[config.mk]
export PLATFORM = sky130hd
export DESIGN_NAME = day_time_parser
export DESIGN_NICKNAME = d
export VERILOG_FILES = /design/src/rtl/day_time_pkg.sv /design/src/rtl/day_bcd_field.sv /design/src/rtl/day_time_parser.sv
export SDC_FILE = /design/constraint.sdc
export NUM_CORES = 1
export LEC_CHECK = 0
export ABC_CLOCK_PERIOD_IN_PS = 3700
export CAP_MARGIN = 20
export CELL_PAD_IN_SITES_DETAIL_PLACEMENT = 0
export CELL_PAD_IN_SITES_GLOBAL_PLACEMENT = 2
export CORE_MARGIN = 2
export CORE_UTILIZATION = 37
export CTS_BUF_LIST = sky130_fd_sc_hd__clkbuf_8
export DETAILED_ROUTE_END_ITERATION = 10
export PLACE_DENSITY_LB_ADDON = 0.3
export SKIP_CTS_REPAIR_TIMING = 1
export SYNTH_ARGS = -nofsm -noshare
export SYNTH_HDL_FRONTEND = slang
export SYNTH_SLANG_ARGS = --single-unit
[constraint.sdc]
create_clock -name clk -period 3.7 [get_ports clk]
set_input_delay 0.555 -clock clk [delete_from_list [all_inputs] [get_ports clk]]
set_output_delay 0.555 -clock clk [all_outputs]
set_load 0.02 [all_outputs]
[src/rtl/day_time_pkg.sv]
// Shared types, constants and calendar helpers for the day/time record parser.
// The calendar helpers are only referenced when DAY_MONTH_CHECK_EN is defined.
package day_time_pkg;

  typedef enum logic [3:0] {
    ST_IDLE  = 4'd0,
    ST_YEAR  = 4'd1,
    ST_SEP_Y = 4'd2,
    ST_MON   = 4'd3,
    ST_SEP_M = 4'd4,
    ST_DAY   = 4'd5,
    ST_SEP_D = 4'd6,
    ST_HOUR  = 4'd7,
    ST_SEP_H = 4'd8,
    ST_MIN   = 4'd9,
    ST_DONE  = 4'd10,
    ST_ERR   = 4'd11
  } state_t;

  localparam logic [7:0] ASCII_0  = 8'h30;
  localparam logic [7:0] ASCII_9  = 8'h39;

  localparam logic [7:0] MON_MAX  = 8'h12;
  localparam logic [7:0] DAY_MAX  = 8'h31;
  localparam logic [7:0] HOUR_MAX = 8'h23;
  localparam logic [7:0] MIN_MAX  = 8'h59;

  // A two-digit BCD value 10*t+u is a multiple of 4 when t is even and
  // u is 0/4/8, or t is odd and u is 2/6. Bit 4 is the parity of t.
  function automatic logic bcd_div4(input logic [7:0] b);
    if (b[4]) return (b[3:0] == 4'd2) || (b[3:0] == 4'd6);
    else      return (b[3:0] == 4'd0) || (b[3:0] == 4'd4) || (b[3:0] == 4'd8);
  endfunction

  // Last legal day of a BCD month, in BCD.
  function automatic logic [7:0] days_in_month(input logic [7:0] mon, input logic leap);
    case (mon)
      8'h02:                      return leap ? 8'h29 : 8'h28;
      8'h04, 8'h06, 8'h09, 8'h11: return 8'h30;
      default:                    return 8'h31;
    endcase
  endfunction

endpackage

[src/rtl/day_bcd_field.sv]
// Two-digit BCD shift accumulator for one record field. o_value already
// includes the digit being accepted this cycle, so the parent can load or
// range-check a field on the same edge that completes it.
module day_bcd_field (
  input  logic       i_clk,
  input  logic       i_rst_n,
  input  logic       i_clr,
  input  logic       i_shift,
  input  logic [3:0] i_digit,
  input  logic [7:0] i_min,
  input  logic [7:0] i_max,
  output logic [7:0] o_value,
  output logic       o_complete,
  output logic       o_in_range
);

  logic [7:0] r_acc;
  logic [1:0] r_cnt;
  logic [7:0] w_next;

  assign w_next     = {r_acc[3:0], i_digit};
  assign o_value    = i_shift ? w_next : r_acc;
  assign o_complete = i_shift && (r_cnt == 2'd1);
  assign o_in_range = (w_next >= i_min) && (w_next <= i_max);

  // Accumulate digits; cleared when a new record starts.
  always_ff @(posedge i_clk or negedge i_rst_n) begin
    if (!i_rst_n) begin
      r_acc <= 8'h00;
      r_cnt <= 2'd0;
    end else if (i_clr) begin
      r_acc <= 8'h00;
      r_cnt <= 2'd0;
    end else if (i_shift) begin
      r_acc <= w_next;
      r_cnt <= r_cnt + 2'd1;
    end
  end

endmodule

[src/rtl/day_time_parser.sv]
// Streaming recognizer for YYYY/MM/DD and YYYY/MM/DD/HH/MM records.
// Handshake: in_char is consumed on a rising clk edge exactly when in_valid
// is high; there is no back-pressure, the parser accepts every valid cycle.
// Optional build macro DAY_MONTH_CHECK_EN: check the day against the
// length of the month (with leap years) instead of only 01..31.
module day_time_parser
  import day_time_pkg::*;
#(
  parameter int         YEAR_DIGITS = 4,
  parameter logic [7:0] SEP         = 8'h2F
) (
  input  logic                     clk,
  input  logic                     reset,
  input  logic                     in_valid,
  input  logic [7:0]               in_char,
  input  logic                     fmt,
  output logic                     match,
  output logic                     err,
  output logic [4*YEAR_DIGITS-1:0] year,
  output logic [7:0]               month,
  output logic [7:0]               dayv,
  output logic [7:0]               hour,
  output logic [7:0]               minute
);

  localparam logic [2:0] YCNT_LAST = 3'(YEAR_DIGITS - 1);

  state_t                   r_state;
  state_t                   w_next;
  logic                     r_fmt;
  logic [4*YEAR_DIGITS-1:0] r_year_acc;
  logic [2:0]               r_year_cnt;

  logic w_is_digit, w_is_sep, w_is_other, w_start, w_load, w_day_ok;
  logic [7:0] w_mon_val, w_day_val, w_hour_val, w_min_val;
  logic w_mon_cmp, w_day_cmp, w_hour_cmp, w_min_cmp;
  logic w_mon_rng, w_day_rng, w_hour_rng, w_min_rng;

  assign w_is_digit = (in_char >= ASCII_0) && (in_char <= ASCII_9);
  assign w_is_sep   = (in_char == SEP);
  assign w_is_other = !w_is_digit && !w_is_sep;
  assign w_start    = in_valid && w_is_digit && ((r_state == ST_IDLE) || (r_state == ST_DONE));
  assign w_load     = in_valid && (w_next == ST_DONE) &&
                      ((r_state == ST_DAY) || (r_state == ST_MIN));

  day_bcd_field u_mon (
    .i_clk(clk), .i_rst_n(reset), .i_clr(w_start),
    .i_shift(in_valid && w_is_digit && (r_state == ST_MON)),
    .i_digit(in_char[3:0]), .i_min(8'h01), .i_max(MON_MAX),
    .o_value(w_mon_val), .o_complete(w_mon_cmp), .o_in_range(w_mon_rng)
  );

  day_bcd_field u_day (
    .i_clk(clk), .i_rst_n(reset), .i_clr(w_start),
    .i_shift(in_valid && w_is_digit && (r_state == ST_DAY)),
    .i_digit(in_char[3:0]), .i_min(8'h01), .i_max(DAY_MAX),
    .o_value(w_day_val), .o_complete(w_day_cmp), .o_in_range(w_day_rng)
  );

  day_bcd_field u_hour (
    .i_clk(clk), .i_rst_n(reset), .i_clr(w_start),
    .i_shift(in_valid && w_is_digit && (r_state == ST_HOUR)),
    .i_digit(in_char[3:0]), .i_min(8'h00), .i_max(HOUR_MAX),
    .o_value(w_hour_val), .o_complete(w_hour_cmp), .o_in_range(w_hour_rng)
  );

  day_bcd_field u_min (
    .i_clk(clk), .i_rst_n(reset), .i_clr(w_start),
    .i_shift(in_valid && w_is_digit && (r_state == ST_MIN)),
    .i_digit(in_char[3:0]), .i_min(8'h00), .i_max(MIN_MAX),
    .o_value(w_min_val), .o_complete(w_min_cmp), .o_in_range(w_min_rng)
  );

`ifdef DAY_MONTH_CHECK_EN
  logic [15:0] w_year_pad;
  logic        w_leap;
  assign w_year_pad = 16'(r_year_acc);
  // Century years (low digits 00) are leap only if the century is a multiple of 4.
  assign w_leap   = bcd_div4(w_year_pad[7:0]) &&
                    ((w_year_pad[7:0] != 8'h00) || (YEAR_DIGITS != 4) ||
                     bcd_div4(w_year_pad[15:8]));
  assign w_day_ok = w_day_rng && (w_day_val <= days_in_month(w_mon_val, w_leap));
`else
  assign w_day_ok = w_day_rng;
`endif

  // State register.
  always_ff @(posedge clk or negedge reset) begin
    if (!reset) r_state <= ST_IDLE;
    else        r_state <= w_next;
  end

  // Next-state decode; nothing moves unless a character is accepted.
  always_comb begin
    w_next = r_state;
    if (in_valid) begin
      case (r_state)
        ST_IDLE:  if (w_is_digit) w_next = ST_YEAR;
        ST_YEAR:  if (!w_is_digit) w_next = ST_ERR;
                  else if (r_year_cnt == YCNT_LAST) w_next = ST_SEP_Y;
        ST_MON:   if (!w_is_digit) w_next = ST_ERR;
                  else if (w_mon_cmp) w_next = w_mon_rng ? ST_SEP_M : ST_ERR;
        ST_DAY:   if (!w_is_digit) w_next = ST_ERR;
                  else if (w_day_cmp) w_next = !w_day_ok ? ST_ERR : (r_fmt ? ST_SEP_D : ST_DONE);
        ST_HOUR:  if (!w_is_digit) w_next = ST_ERR;
                  else if (w_hour_cmp) w_next = w_hour_rng ? ST_SEP_H : ST_ERR;
        ST_MIN:   if (!w_is_digit) w_next = ST_ERR;
                  else if (w_min_cmp) w_next = w_min_rng ? ST_DONE : ST_ERR;
        ST_SEP_Y: w_next = w_is_sep ? ST_MON  : ST_ERR;
        ST_SEP_M: w_next = w_is_sep ? ST_DAY  : ST_ERR;
        ST_SEP_D: w_next = w_is_sep ? ST_HOUR : ST_ERR;
        ST_SEP_H: w_next = w_is_sep ? ST_MIN  : ST_ERR;
        ST_DONE:  w_next = w_is_digit ? ST_YEAR : ST_ERR;
        ST_ERR:   if (w_is_other) w_next = ST_IDLE;
        default:  w_next = ST_ERR;
      endcase
    end
  end

  // Year shift register, digit count and format latch for the current record.
  always_ff @(posedge clk or negedge reset) begin
    if (!reset) begin
      r_year_acc <= '0;
      r_year_cnt <= 3'd0;
      r_fmt      <= 1'b0;
    end else if (w_start) begin
      r_year_acc <= {{(4*YEAR_DIGITS-4){1'b0}}, in_char[3:0]};
      r_year_cnt <= 3'd1;
      r_fmt      <= fmt;
    end else if (in_valid && w_is_digit && (r_state == ST_YEAR)) begin
      r_year_acc <= {r_year_acc[4*YEAR_DIGITS-5:0], in_char[3:0]};
      r_year_cnt <= r_year_cnt + 3'd1;
    end
  end

  // Registered status flags and decoded fields; fields change only on DONE entry.
  always_ff @(posedge clk or negedge reset) begin
    if (!reset) begin
      match  <= 1'b0;
      err    <= 1'b0;
      year   <= '0;
      month  <= 8'h00;
      dayv   <= 8'h00;
      hour   <= 8'h00;
      minute <= 8'h00;
    end else begin
      match <= (w_next == ST_DONE);
      err   <= (w_next == ST_ERR);
      if (w_load) begin
        year   <= r_year_acc;
        month  <= w_mon_val;
        dayv   <= w_day_val;
        hour   <= r_fmt ? w_hour_val : 8'h00;
        minute <= r_fmt ? w_min_val  : 8'h00;
      end
    end
  end

endmodule

==> metrics.cfg <==
[outcome]
status=complete, no violations

[route]
detail_route.wl_per_cell_um=16.03
finalWirelength_um=12200
antenna_left=0
drcViolationCount=0
vias=3862
avgViaCountPerCell=5.075
dr.pass1.iters=4
drt_iter0_drc=206

[layout]
final_common_cell=dfrtp_1
fillers=1253
area_delta_synth_final_pct=27.05
antenna_cells=0
finish.net_count=590
multi_input_area_um2=2056
seqCellArea_um2=2828
mostFrequentLayoutCells=dfrtp_1 (113), nor2_1 (67), clkdlybuf4s50_1 (60)
drive_gt1_frac=0.1214
design_area_um2=6494

[setup_path]
cp_slowest_stage_delay_ns=0.51
worstSetupEndpointType=register
critPathSlowestCell=or4_1
crit_family=compound AO/OA/AOI/OAI gates
worstPathCellList=clkdlybuf4s50_1 -> a211o_1 -> a2111o_1 -> or4_1 -> a311o_1 -> nor4_4 -> buf_12 -> mux2_1
critPathRequiredTime_ns=4.00
critPathArrivalTime_ns=3.66
crit_buf_inv=2
crit_path_start_kind=primary input
critical_path_class=in -> reg
worst-path-max-fanout=29

[sta]
setup_violations=0
fmax_ghz=0.2974
worst_pin_slew_ns=0.6603
post-route-period-util=0.9087
grt_setup_unrepaired=no
hold_violations=0
period_needed_ns=3.362
drv_slew=0
slew_headroom=0.5598
skew_ns=0.01057
whs_ns=0.1517

[logic_synthesis]
synth_top_area_share=0.5532
ys_seq_elements=113
synthCells=498
synth_cell_type_count=55
synth_area_um2=5111
synth_fp_nets=516
synthTopCellsByArea=dfrtp_1 (55%), mux2i_1 (6.3%), nor2_1 (4.9%)
yosysWarnings=0
synth_area_leader_cell=dfrtp_1
ys_seq_area_frac=0.5532
synth_ff_type=dfrtp_1
synth-edff-count=0
syn_avg_cell_area_um2=10.26
async_flop_share=1.000

[grt]
grt_use_total=0.1759
overflow=0
grt_pass1_vias=3832
grt_max_degree=65
grt_antenna_before_repair=0
grt_pass1_wl_um=19820

[placed_design]
placed_cell_area_um2=6057
gp_congestion=0.8971
place.detailed.hpwl_um=8061
io_buffers=61

[clock_network]
clk_pin_slew_ns=0.07
cts_tree=done
numCtsBuffers=17
cts_root_buf=clkbuf_8
clock_path_buffers=2
cts.sinks=113
htree_levels=4
clock_latency_ns=0.43

[floorplanning]
rows=42
die_area_um2=14770
die_height_um=121.5
die_x_um=121.5
core-area_um2=13350
ioPinCount=62
start_util=0.3829

[power]
ir_worst_vdd_v=0.0003746
power.density_nw_per_um2=664.1
cellLeakagePower_nw=3.131

[hold_path]
min_path_type=in -> async

[job]
maxCapViolCount=0

## power breakdown
group	total [mW]	internal, mW	switching (mW)
combinational	1.35	0.612	0.738
sequential	1.70	1.50	0.197
clock	1.26	0.750	0.512
total	4.31	2.87	1.45
## per-stage QoR
| stage | power, mW | util | worst slack (ns) | setup TNS, ns | instances |
|---|---|---|---|---|---|
| 2_1_floorplan | 2.429 | - | 0.3346 | 0 | 498 |
| 3_3_place_gp | 3.062 | 0.4538 | -0.04170 | -0.6645 | 729 |
| 3_5_place_dp | 3.077 | 0.4538 | -0.1126 | -3.018 | 729 |
| 4_1_cts | 4.372 | 0.4865 | 0.3474 | 0 | 761 |
| 5_1_grt | 4.580 | 0.4865 | 0.2686 | 0 | 761 |
| 6_report | 4.312 | 0.4865 | 0.3379 | 0 | 761 |
## cells in the mapped netlist (4+ instances only)
cell	n
a21oi_1	26
buf_1	4
clkbuf_1	24
dfrtp_1	113
ha_1	6
inv_1	26
mux2_1	16
mux2_2	5
mux2i_1	32
nand2_1	43
nand3_1	10
nand3b_1	16
nor2_1	67
nor3_1	10
o21ai_0	35
## logic make-up after synthesis
group                      count (synthesis)  synth area share
and+or+nand+nor                          170            0.1603
buffers and inverters                     60           0.04700
AOI/OAI and AO/OA                         92            0.1089
DFF                                      113            0.5532
muxes                                     53            0.1089
adders and majority gates                  6           0.01469
xor gates and xnor gates                   4          0.006856
## final cells by class
class	count	area share
sequential	113	0.4355
multi-input combinational	325	0.3166
inverter	26	0.01503
clock inverter	14	0.02909
clock buffer	18	0.03815
timing repair buffer	89	0.1318
tap	176	0.03391
## metal layers
metal / track usage / share of wire / up-vias
met5: 0 / 0 / -
met4: 0.06322 / 0.013 / 0
met3: 0.04448 / 0.046 / 13
met2: 0.2679 / 0.46 / 90
met1: 0.2448 / 0.48 / 1883
li1: - / - / 1876
## flip-flops by register name (all words and copies together), names as in the netlist, 3 cells and up
signal        cells
r_year_acc       16
year             16
dayv              8
hour              8
minute            8
month             8
u_day.r_acc       8
u_hour.r_acc      8
u_mon.r_acc       8
u_min.r_acc       7
r_state           4
r_year_cnt        3
## worst paths after layout
kind / from / slack, ns / cells after the start / to
setup / recovery: in_char[0] / 0.34 / 8 / year[1]
hold / removal: reset / 0.15 / 1 / year[15]
setup reg to reg: r_state[2] / 0.58 / 7 / year[1]
hold reg to reg: r_year_cnt[0] / 0.48 / 1 / r_year_cnt[0]
max in group asynchronous: reset / 2.75 / 2 / dayv[3]
min in group clk: r_year_cnt[0] / 0.48 / 1 / r_year_cnt[0]
## worst register-to-register path, delay by kind of cell (launching register included)
family | cells | cell delay, ns
multiplexers | 1 | 0.36
AND/OR/NAND/NOR | 4 | 1.41
buffers and inverters | 1 | 0.25
AO/OA/AOI/OAI | 1 | 0.42
flip-flops | 1 | 0.55
Power figures use the tool's default switching activity.
